**src/rtl/shift_mon_pkg.sv**
```systemverilog
// shift_mon_pkg: shared defaults, reset pattern and saturating increment for the SET monitor.
package shift_mon_pkg;
  localparam int DEF_N_CH = 4;
  localparam int DEF_CNT_W = 16;
  localparam int DEF_SYNC_STAGES = 2;
  localparam int DEF_BLANK_CYC = 64;
  localparam int DEF_PW_W = 8;
  localparam logic RST_PATTERN = 1'b1;
  function automatic logic [31:0] sat_inc(input logic [31:0] v, input logic [31:0] max);
    return (v == max) ? v : v + 32'd1;
  endfunction
endpackage

```
**src/rtl/shift_mon_chan.sv**
```systemverilog
// shift_mon_chan: one chain's synchroniser, mismatch edge detect, saturating counter, OVF and shadow.
// SHIFT_PULSE_WIDTH_EN adds max-pulse-width tracking; otherwise sh_pw is 0.
module shift_mon_chan import shift_mon_pkg::*; #(
  parameter int CNT_W = DEF_CNT_W,
  parameter int SYNC_STAGES = DEF_SYNC_STAGES,
  parameter int PW_W = DEF_PW_W
) (
  input  logic             CLK,
  input  logic             RST,
  input  logic             shift_out,
  input  logic             pat,
  input  logic             cnt_en,
  input  logic             snap,
  input  logic             clr,
  output logic [CNT_W-1:0] sh_cnt,
  output logic             sh_ovf,
  output logic [PW_W-1:0]  sh_pw
);
  localparam logic [CNT_W-1:0] CNT_MAX = '1;
  logic [SYNC_STAGES-1:0] sync;
  logic mm_q, mm_prev, ev, ovf;
  logic [CNT_W-1:0] cnt;
  assign ev = cnt_en & mm_q & ~mm_prev;
  // mismatch is registered so a counted edge lands SYNC_STAGES+1 edges after first sample
  always_ff @(posedge CLK or posedge RST)
    if (RST) begin
      sync <= {SYNC_STAGES{RST_PATTERN}};
      mm_q <= 1'b0;
      mm_prev <= 1'b0;
      cnt <= '0;
      ovf <= 1'b0;
      sh_cnt <= '0;
      sh_ovf <= 1'b0;
    end else begin
      sync <= {sync[SYNC_STAGES-2:0], shift_out};
      mm_q <= sync[SYNC_STAGES-1] != pat;
      mm_prev <= mm_q;
      if (snap) begin
        sh_cnt <= cnt;
        sh_ovf <= ovf;
      end
      if (snap & clr) begin
        cnt <= CNT_W'(ev);
        ovf <= 1'b0;
      end else if (ev) begin
        cnt <= CNT_W'(sat_inc(32'(cnt), 32'(CNT_MAX)));
        ovf <= ovf | (cnt == CNT_MAX);
      end
    end
`ifdef SHIFT_PULSE_WIDTH_EN
  localparam logic [PW_W-1:0] PW_MAX = '1;
  logic [PW_W-1:0] run, pw;
  logic trk;
  always_ff @(posedge CLK or posedge RST)
    if (RST) begin
      run <= '0;
      pw <= '0;
      trk <= 1'b0;
      sh_pw <= '0;
    end else begin
      if (ev) begin
        run <= PW_W'(1);
        trk <= 1'b1;
      end else if (trk & mm_q) run <= PW_W'(sat_inc(32'(run), 32'(PW_MAX)));
      else trk <= 1'b0;
      if (snap) sh_pw <= pw;
      pw <= (snap & clr) ? '0 : (trk && run > pw) ? run : pw;
    end
`else
  assign sh_pw = '0;
`endif
endmodule

```
**src/rtl/shift_set_monitor.sv**
```systemverilog
// shift_set_monitor: N-channel SET monitor with blanking, snapshot handshake and channel readout.
// SHIFT_PULSE_WIDTH_EN enables per-channel max pulse width on RD_PW.
module shift_set_monitor import shift_mon_pkg::*; #(
  parameter int N_CH = DEF_N_CH,
  parameter int CNT_W = DEF_CNT_W,
  parameter int SYNC_STAGES = DEF_SYNC_STAGES,
  parameter int BLANK_CYC = DEF_BLANK_CYC,
  parameter int PW_W = DEF_PW_W,
  localparam int SEL_W = (N_CH > 1) ? $clog2(N_CH) : 1
) (
  input  logic             CLK,
  input  logic             RST,
  input  logic             ENABLE,
  input  logic             PATTERN,
  input  logic [N_CH-1:0]  SHIFT_OUT,
  output logic [N_CH-1:0]  SHIFT_INPUT,
  input  logic             SNAP_REQ,
  input  logic             SNAP_CLR,
  output logic             SNAP_ACK,
  input  logic [SEL_W-1:0] RD_SEL,
  output logic [CNT_W-1:0] RD_CNT,
  output logic             RD_OVF,
  output logic [PW_W-1:0]  RD_PW,
  output logic             BLANKING
);
  localparam int BW = (BLANK_CYC > 0) ? $clog2(BLANK_CYC + 1) : 1;
  logic pat_q, en_q, req_q, snap_d, snap, cnt_en, rd_ok;
  logic [BW-1:0] blank;
  logic [CNT_W-1:0] sh_cnt [N_CH];
  logic [N_CH-1:0] sh_ovf;
  logic [PW_W-1:0] sh_pw [N_CH];
  assign snap = SNAP_REQ & ~req_q;
  assign BLANKING = blank != '0;
  assign cnt_en = ENABLE & ~BLANKING;
  assign SHIFT_INPUT = {N_CH{pat_q}};
  assign rd_ok = 32'(RD_SEL) < N_CH;
  // ACK is delayed one extra cycle so RD_* already reflects the new shadow when it rises
  always_ff @(posedge CLK or posedge RST)
    if (RST) begin
      pat_q <= RST_PATTERN;
      en_q <= 1'b0;
      req_q <= 1'b0;
      snap_d <= 1'b0;
      SNAP_ACK <= 1'b0;
      blank <= '0;
      RD_CNT <= '0;
      RD_OVF <= 1'b0;
      RD_PW <= '0;
    end else begin
      pat_q <= PATTERN;
      en_q <= ENABLE;
      req_q <= SNAP_REQ;
      snap_d <= snap;
      SNAP_ACK <= snap_d;
      blank <= ((ENABLE & ~en_q) | (PATTERN != pat_q)) ? BW'(BLANK_CYC) : BLANKING ? blank - BW'(1) : blank;
      RD_CNT <= rd_ok ? sh_cnt[RD_SEL] : '0;
      RD_OVF <= rd_ok ? sh_ovf[RD_SEL] : 1'b0;
      RD_PW <= rd_ok ? sh_pw[RD_SEL] : '0;
    end
  for (genvar i = 0; i < N_CH; i++) begin : g_ch
    shift_mon_chan #(.CNT_W(CNT_W), .SYNC_STAGES(SYNC_STAGES), .PW_W(PW_W)) u_chan (
      .CLK(CLK),
      .RST(RST),
      .shift_out(SHIFT_OUT[i]),
      .pat(pat_q),
      .cnt_en(cnt_en),
      .snap(snap),
      .clr(SNAP_CLR),
      .sh_cnt(sh_cnt[i]),
      .sh_ovf(sh_ovf[i]),
      .sh_pw(sh_pw[i])
    );
  end
endmodule

```
**config.mk**
```make
export PLATFORM = sky130hd
export DESIGN_NAME = shift_set_monitor
export DESIGN_NICKNAME = d
export VERILOG_FILES = /design/src/rtl/shift_mon_pkg.sv /design/src/rtl/shift_mon_chan.sv /design/src/rtl/shift_set_monitor.sv
export SDC_FILE = /design/constraint.sdc
export NUM_CORES = 1
export LEC_CHECK = 0
export BUFFER_PORTS_ARGS = -buffer_cell sky130_fd_sc_hd__buf_2
export CAP_MARGIN = 20
export CORE_MARGIN = 2
export CORE_UTILIZATION = 55
export DETAILED_ROUTE_END_ITERATION = 10
export PLACE_DENSITY = 0.69
export SYNTH_ARGS = -nofsm -noshare
export SYNTH_HDL_FRONTEND = slang
export SYNTH_SLANG_ARGS = --single-unit
```
**constraint.sdc**
```tcl
create_clock -name CLK -period 12 [get_ports CLK]
set_input_delay 0.6 -clock CLK [delete_from_list [all_inputs] [get_ports CLK]]
set_output_delay 0.6 -clock CLK [all_outputs]
set_load 0.02 [all_outputs]
```
# Word-level counts from Yosys, hierarchy flattened

Index checks and enable logic that the tools add are counted.

Register bits: 189
RAM bits: 0
Bits in read-only memories: 0
Output and inout bits: 31
Logic and storage cells: 122
Memories kept: 0
Latch bits: 0
Input port bits: 12

Multiplexer cells: 30
Div/mod/pow operators: 0
Eq/ne operators: 13
Reductions and logical operators: 10
Multiply operators: 0
Shift-type cells: 0
$add $sub $neg: 5
Magnitude comparators: 2
Bitwise gates (word level): 25

Operators by type and width:

| cell                                                                    | number |
|---|---|
| 16-bit 2-to-1 mux                                                       | 14 |
| 16-bit by 1-bit adder with 16-bit output, second input constant         | 4 |
| 16-bit == test, second input constant                                   | 4 |
| 16-bit binary-select mux with 2-bit select                              | 1 |
| 8-bit binary-select mux with 2-bit select                               | 1 |
| 8-bit 2-to-1 mux                                                        | 2 |
| 7-bit 2-to-1 mux                                                        | 2 |
| 1-bit AND                                                               | 12 |
| 2-bit nonzero test                                                      | 5 |
| 1-bit 2-to-1 mux                                                        | 9 |
| 2-bit by 1-bit inequality test with 1-bit output, second input constant | 4 |
| 2-bit AND reduction                                                     | 4 |
| 1-bit inverter                                                          | 7 |
| 7-bit nonzero test                                                      | 1 |
| 7-bit by 1-bit subtractor with 7-bit output, second input constant      | 1 |
| 1-bit inequality test                                                   | 5 |
| 1-bit OR                                                                | 5 |
| 3-bit greater-or-equal comparator, second input constant                | 1 |
| 2-bit by 3-bit < comparator with 1-bit output, second input constant    | 1 |
| 2-bit inverter with 3-bit output                                        | 1 |
| 1-bit binary-select mux with 2-bit select                               | 1 |

# Longest topological paths before layout

Word-level depth: 7
Gate-level depth with buffers: 8
Depth with buffers taken out: 6

# Modules after synthesis

A second synthesis with hierarchy kept.

Cells, all modules: 732
Area total of the unflattened synthesis: 9063.7 µm²

By module, submodules not included:

| module            | times used | area an instance (µm²) | cells each | seq. area each (µm²) |
|---|---|---|---|---|
| shift_mon_chan    | 4          | 1819.2                 | 156        | 953.4 |
| shift_set_monitor | 1          | 1786.7                 | 108        | 927.1 |

# Worst setup path after synthesis

OpenSTA, ideal clock, no wires.

Path kind: flip-flop to output port
From: reg blank[0]
To: out BLANKING
Data arrival time: 1.753 ns
Required time: 11.400 ns
Setup slack: 9.647 ns
Path buffers: 2
Stages on the path, launching flop included: 7
Cells stage by stage: dfrtp_1 > inv_1 > ha_1 > or4b_4 > buf_6 > or3_1 > clkbuf_1

Cells in the longest elaborated chain, start to end: 1

Ends and longest elaborated chain:

| what                     | RTL line                | text |
|---|---|---|
| start: declaration       | shift_set_monitor.sv:28 | `logic [BW-1:0] blank;` |
| start signal: assignment | shift_set_monitor.sv:55 | `blank <= ((ENABLE & ~en_q) \| (PATTERN != pat_q)) ? BW'(BLANK_CYC) : BLANKING ? blank - BW'(1) : blank;` |
| 7-bit nonzero test       | shift_set_monitor.sv:33 | `assign BLANKING = blank != '0;` |
| end: declaration         | shift_set_monitor.sv:24 | `output logic BLANKING` |

Every way passes these cells.

# Final worst setup path

From: reg blank[0]
To: reg g_ch[2].u_chan.cnt[10]

Cells in the longest elaborated chain, start to end: 7

Ends and longest elaborated chain:

| what                          | RTL line                | text |
|---|---|---|
| 7-bit nonzero test            | shift_set_monitor.sv:33 |  |
| 1-bit inverter                | shift_set_monitor.sv:34 | `assign cnt_en = ENABLE & ~BLANKING;` |
| 1-bit AND                     | shift_set_monitor.sv:34 |  |
| 1-bit AND (2 in series)       | shift_mon_chan.sv:23    | `assign ev = cnt_en & mm_q & ~mm_prev;` |
| 2-bit nonzero test (no line)  | n/a                     |  |
| 2-bit AND reduction (no line) | n/a                     |  |
| end signal: assignment        | shift_mon_chan.sv:43    | `cnt <= CNT_W'(ev);` |
| end signal: assignment        | shift_mon_chan.sv:46    | `cnt <= CNT_W'(sat_inc(32'(cnt), 32'(CNT_MAX)));` |
| end: declaration              | shift_mon_chan.sv:22    | `logic [CNT_W-1:0] cnt;` |

Every way passes these cells.
A chain may end at the register's enable or synchronous reset.

==> results.toml <==
[logic_synthesis]
synthDistinctLibCells = 61
ys_async_sr_fraction = 1.00
yosysWarnings = 0
postSynthCellCount = 853
synth-seq-cells = 181
yosys.area_share.adder = 0.00736
ys_seq_area_frac = 0.534
synth-compound-area-share = 0.0911
synthMuxAreaShare = 0.0627
synth_xor_area_frac = 0.00927
synthSimpleGateAreaFrac = 0.250
synth_area_mm2 = 0.00850
synth_edf_count = 0
avgSynthCellArea_um2 = 9.97
synth-main-ff-cell = "dfrtp_1"
synth_top_family_by_area = "simple AND/OR/NAND/NOR gates"

[setup_path]
required_ns = 12.36
cp-start-kind = "register"
worstReg2RegEnd = "g_ch[2].u_chan.cnt[10]"
end_kind = "register"
critPathKind = "register to register"
crit_arrival_ns = 3.41
cp_max_fo = 13
rrSetupSlack_ns = 8.96
worstRegToRegCells = 6
timing.rr.start = "blank[0]"

[grt]
grt_pass1_vias = 6366
antenna_found_initial = 0
grt_max_degree = 104
overflow = 0
grt_use_total = 0.262
grt_pass1_wl_mm = 33.3

[detailed_routing]
drt_first_pass_iters = 7
final_antenna_net_count = 0
vias = 6604
wl_per_cell_um = 19.2
drt_wl_total_mm = 20.3
drc = 0
drtIter0Drc = 625
via_per_inst = 6.27

[cts]
cts_post_setup_buffers_inserted = 0
numClockSinks = 181
cts_buffers = 17
cts_hold_buf = 0
path_clk_slew_ns = 0.07
clkLatencyLatePin_ns = 0.44
h-tree-depth = 4
clk_path_buf_depth = 2
cts_tree = "yes"
root_buffer = "clkbuf_16"
post_cts_resize_count = 0

[worst_hold_path]
whs_path_depth = 1
hold_path_end = "g_ch[2].u_chan.sync[0]"
hold_path_class = "input pin to register"
min-delay-start = "SHIFT_OUT[2]"

[place]
gp_congestion = 0.843
dp_slack_ns = 9.06
numPortBuffers = 34
placedCellCount = 1020
hpwl_mm = 13.5

[floorplan]
initial_core_util = 0.561
dieArea_mm2 = 0.0165
die_h_um = 128
boundaryPins = 43
core_area_mm2 = 0.0151
rows = 45
die_w_um = 128

[sta]
setup_ws_ns = 8.96
timing.final.crit_share = 0.254
hold_slack_ns = 0.265
max_freq_ghz = 0.329
final-hold-violation-count = 0
setup_viol_count_final = 0
timing.final.crit_period_ns = 3.04
fin_skew_ns = 0.0106
maxSlewViolCount = 0
relSlewSlack = 0.357
rsz0062_at_grt = "false"
tightest_slew_ns = 0.961
tns_ns = 0

[cells_and_area]
instances_no_fill = 1053
final_cell_mix = "nand2_1 (229), dfrtp_1 (172), buf_2 (34), a21oi_1 (27), nor3_1 (23)"
nNetsFinal = 869
drive_gt1_frac = 0.132
diodes = 0
area_delta_synth_final_pct = 9.71
final_common_cell = "nand2_1"

[power]
vdd_ir_drop_max_mv = 0.127
p_leak_nw = 4.26
p_total_mw = 1.37
power_density_mw_per_mm2 = 147

[job]
cap_violations = 0

[status]
outcome = "finished, final reports clean"
==> through the flow <==
step                      cell area (µm²)   util
after floorplan                      8530      -
after global placement               8680  0.573
after detailed placement             8680  0.573
after CTS                            9300  0.614
after global routing                 9330  0.616
final                                9330  0.616
==> area by class of cell <==
type                            count  area (µm²)
Fill cell                        1250        5820
Multi-Input combinational cell    592        3610
Inverter                           18        72.6
Tap cell                          188         235
Sequential cell                   181        4540
Clock inverter                     14         184
Timing Repair Buffer               42         250
Clock buffer                       18         439
==> worst max-delay path, stage by stage (launching register included) <==
cell       delay [ns]
dfrtp_1          0.41
inv_1            0.07
ha_1             0.22
nor4b_1          0.78
nand3_1          0.60
a2111oi_0        0.67
mux2i_1          0.24
==> metal layers <==
| metal | track usage | vias up | part of all wire |
|---|---|---|---|
| met2 | 0.411 | 265 | 0.47 |
| met5 | 0 | - | 0 |
| met3 | 0.0557 | 48 | 0.062 |
| li1 | - | 3021 | - |
| met1 | 0.361 | 3270 | 0.43 |
| met4 | 0.103 | 0 | 0.029 |
==> cell families after synthesis <==
family / Yosys count
DFF: 181
xor gates and xnor gates: 9
AOI/OAI and AO/OA: 115
buffers and inverters: 87
other: 1
muxes: 32
adders and majority gates: 5
and+or+nand+nor: 423
==> cells in the mapped netlist, drive strengths merged, types with 16 or more instances <==
library cell    n  share of area
nand2         229           0.10
dfrtp         172           0.51
clkbuf         45          0.020
a21oi          27          0.016
nor3           25          0.016
nor4           25          0.023
buf            24          0.017
nand3          22          0.013
nor2           21         0.0093
o21ai          21          0.012
inv            18         0.0079
mux4           17          0.045
nand4          17          0.013
a211oi         16          0.014
nand2b         16          0.012
==> state kept, by name, indices dropped and copies added, names as in the netlist <==
| signal | count |
|---|---|
| RD_CNT | 16 |
| g_ch.u_chan.sh_cnt | 64 |
| g_ch.u_chan.cnt | 64 |
| g_ch.u_chan.ovf | 4 |
| pat_q | 1 |
| en_q | 1 |
| g_ch.u_chan.sh_ovf | 4 |
| RD_OVF | 1 |
| blank | 7 |
| g_ch.u_chan.mm_q | 4 |
| snap_d | 1 |
| SNAP_ACK | 1 |
| g_ch.u_chan.mm_prev | 4 |
| req_q | 1 |
| g_ch.u_chan.sync | 8 |
==> worst max-delay path by stage <==
stage | start | slack [ns] | end
floorplan | RST | 6.50 | RD_CNT[0]
global placement | blank[0] | 9.17 | g_ch[2].u_chan.cnt[10]
detailed placement | blank[0] | 9.06 | g_ch[2].u_chan.cnt[10]
CTS | blank[0] | 8.94 | BLANKING
global route | blank[0] | 8.73 | g_ch[2].u_chan.cnt[10]
finish | blank[0] | 8.96 | g_ch[2].u_chan.cnt[10]
==> where the power goes <==
part           switching [mW]  leakage [nW]  internal, mW
clock                   0.235         0.309         0.353
combinational          0.0816          1.49        0.0385
sequential             0.0334          2.46         0.632
No activity file was read; power rests on OpenSTA's default activity.
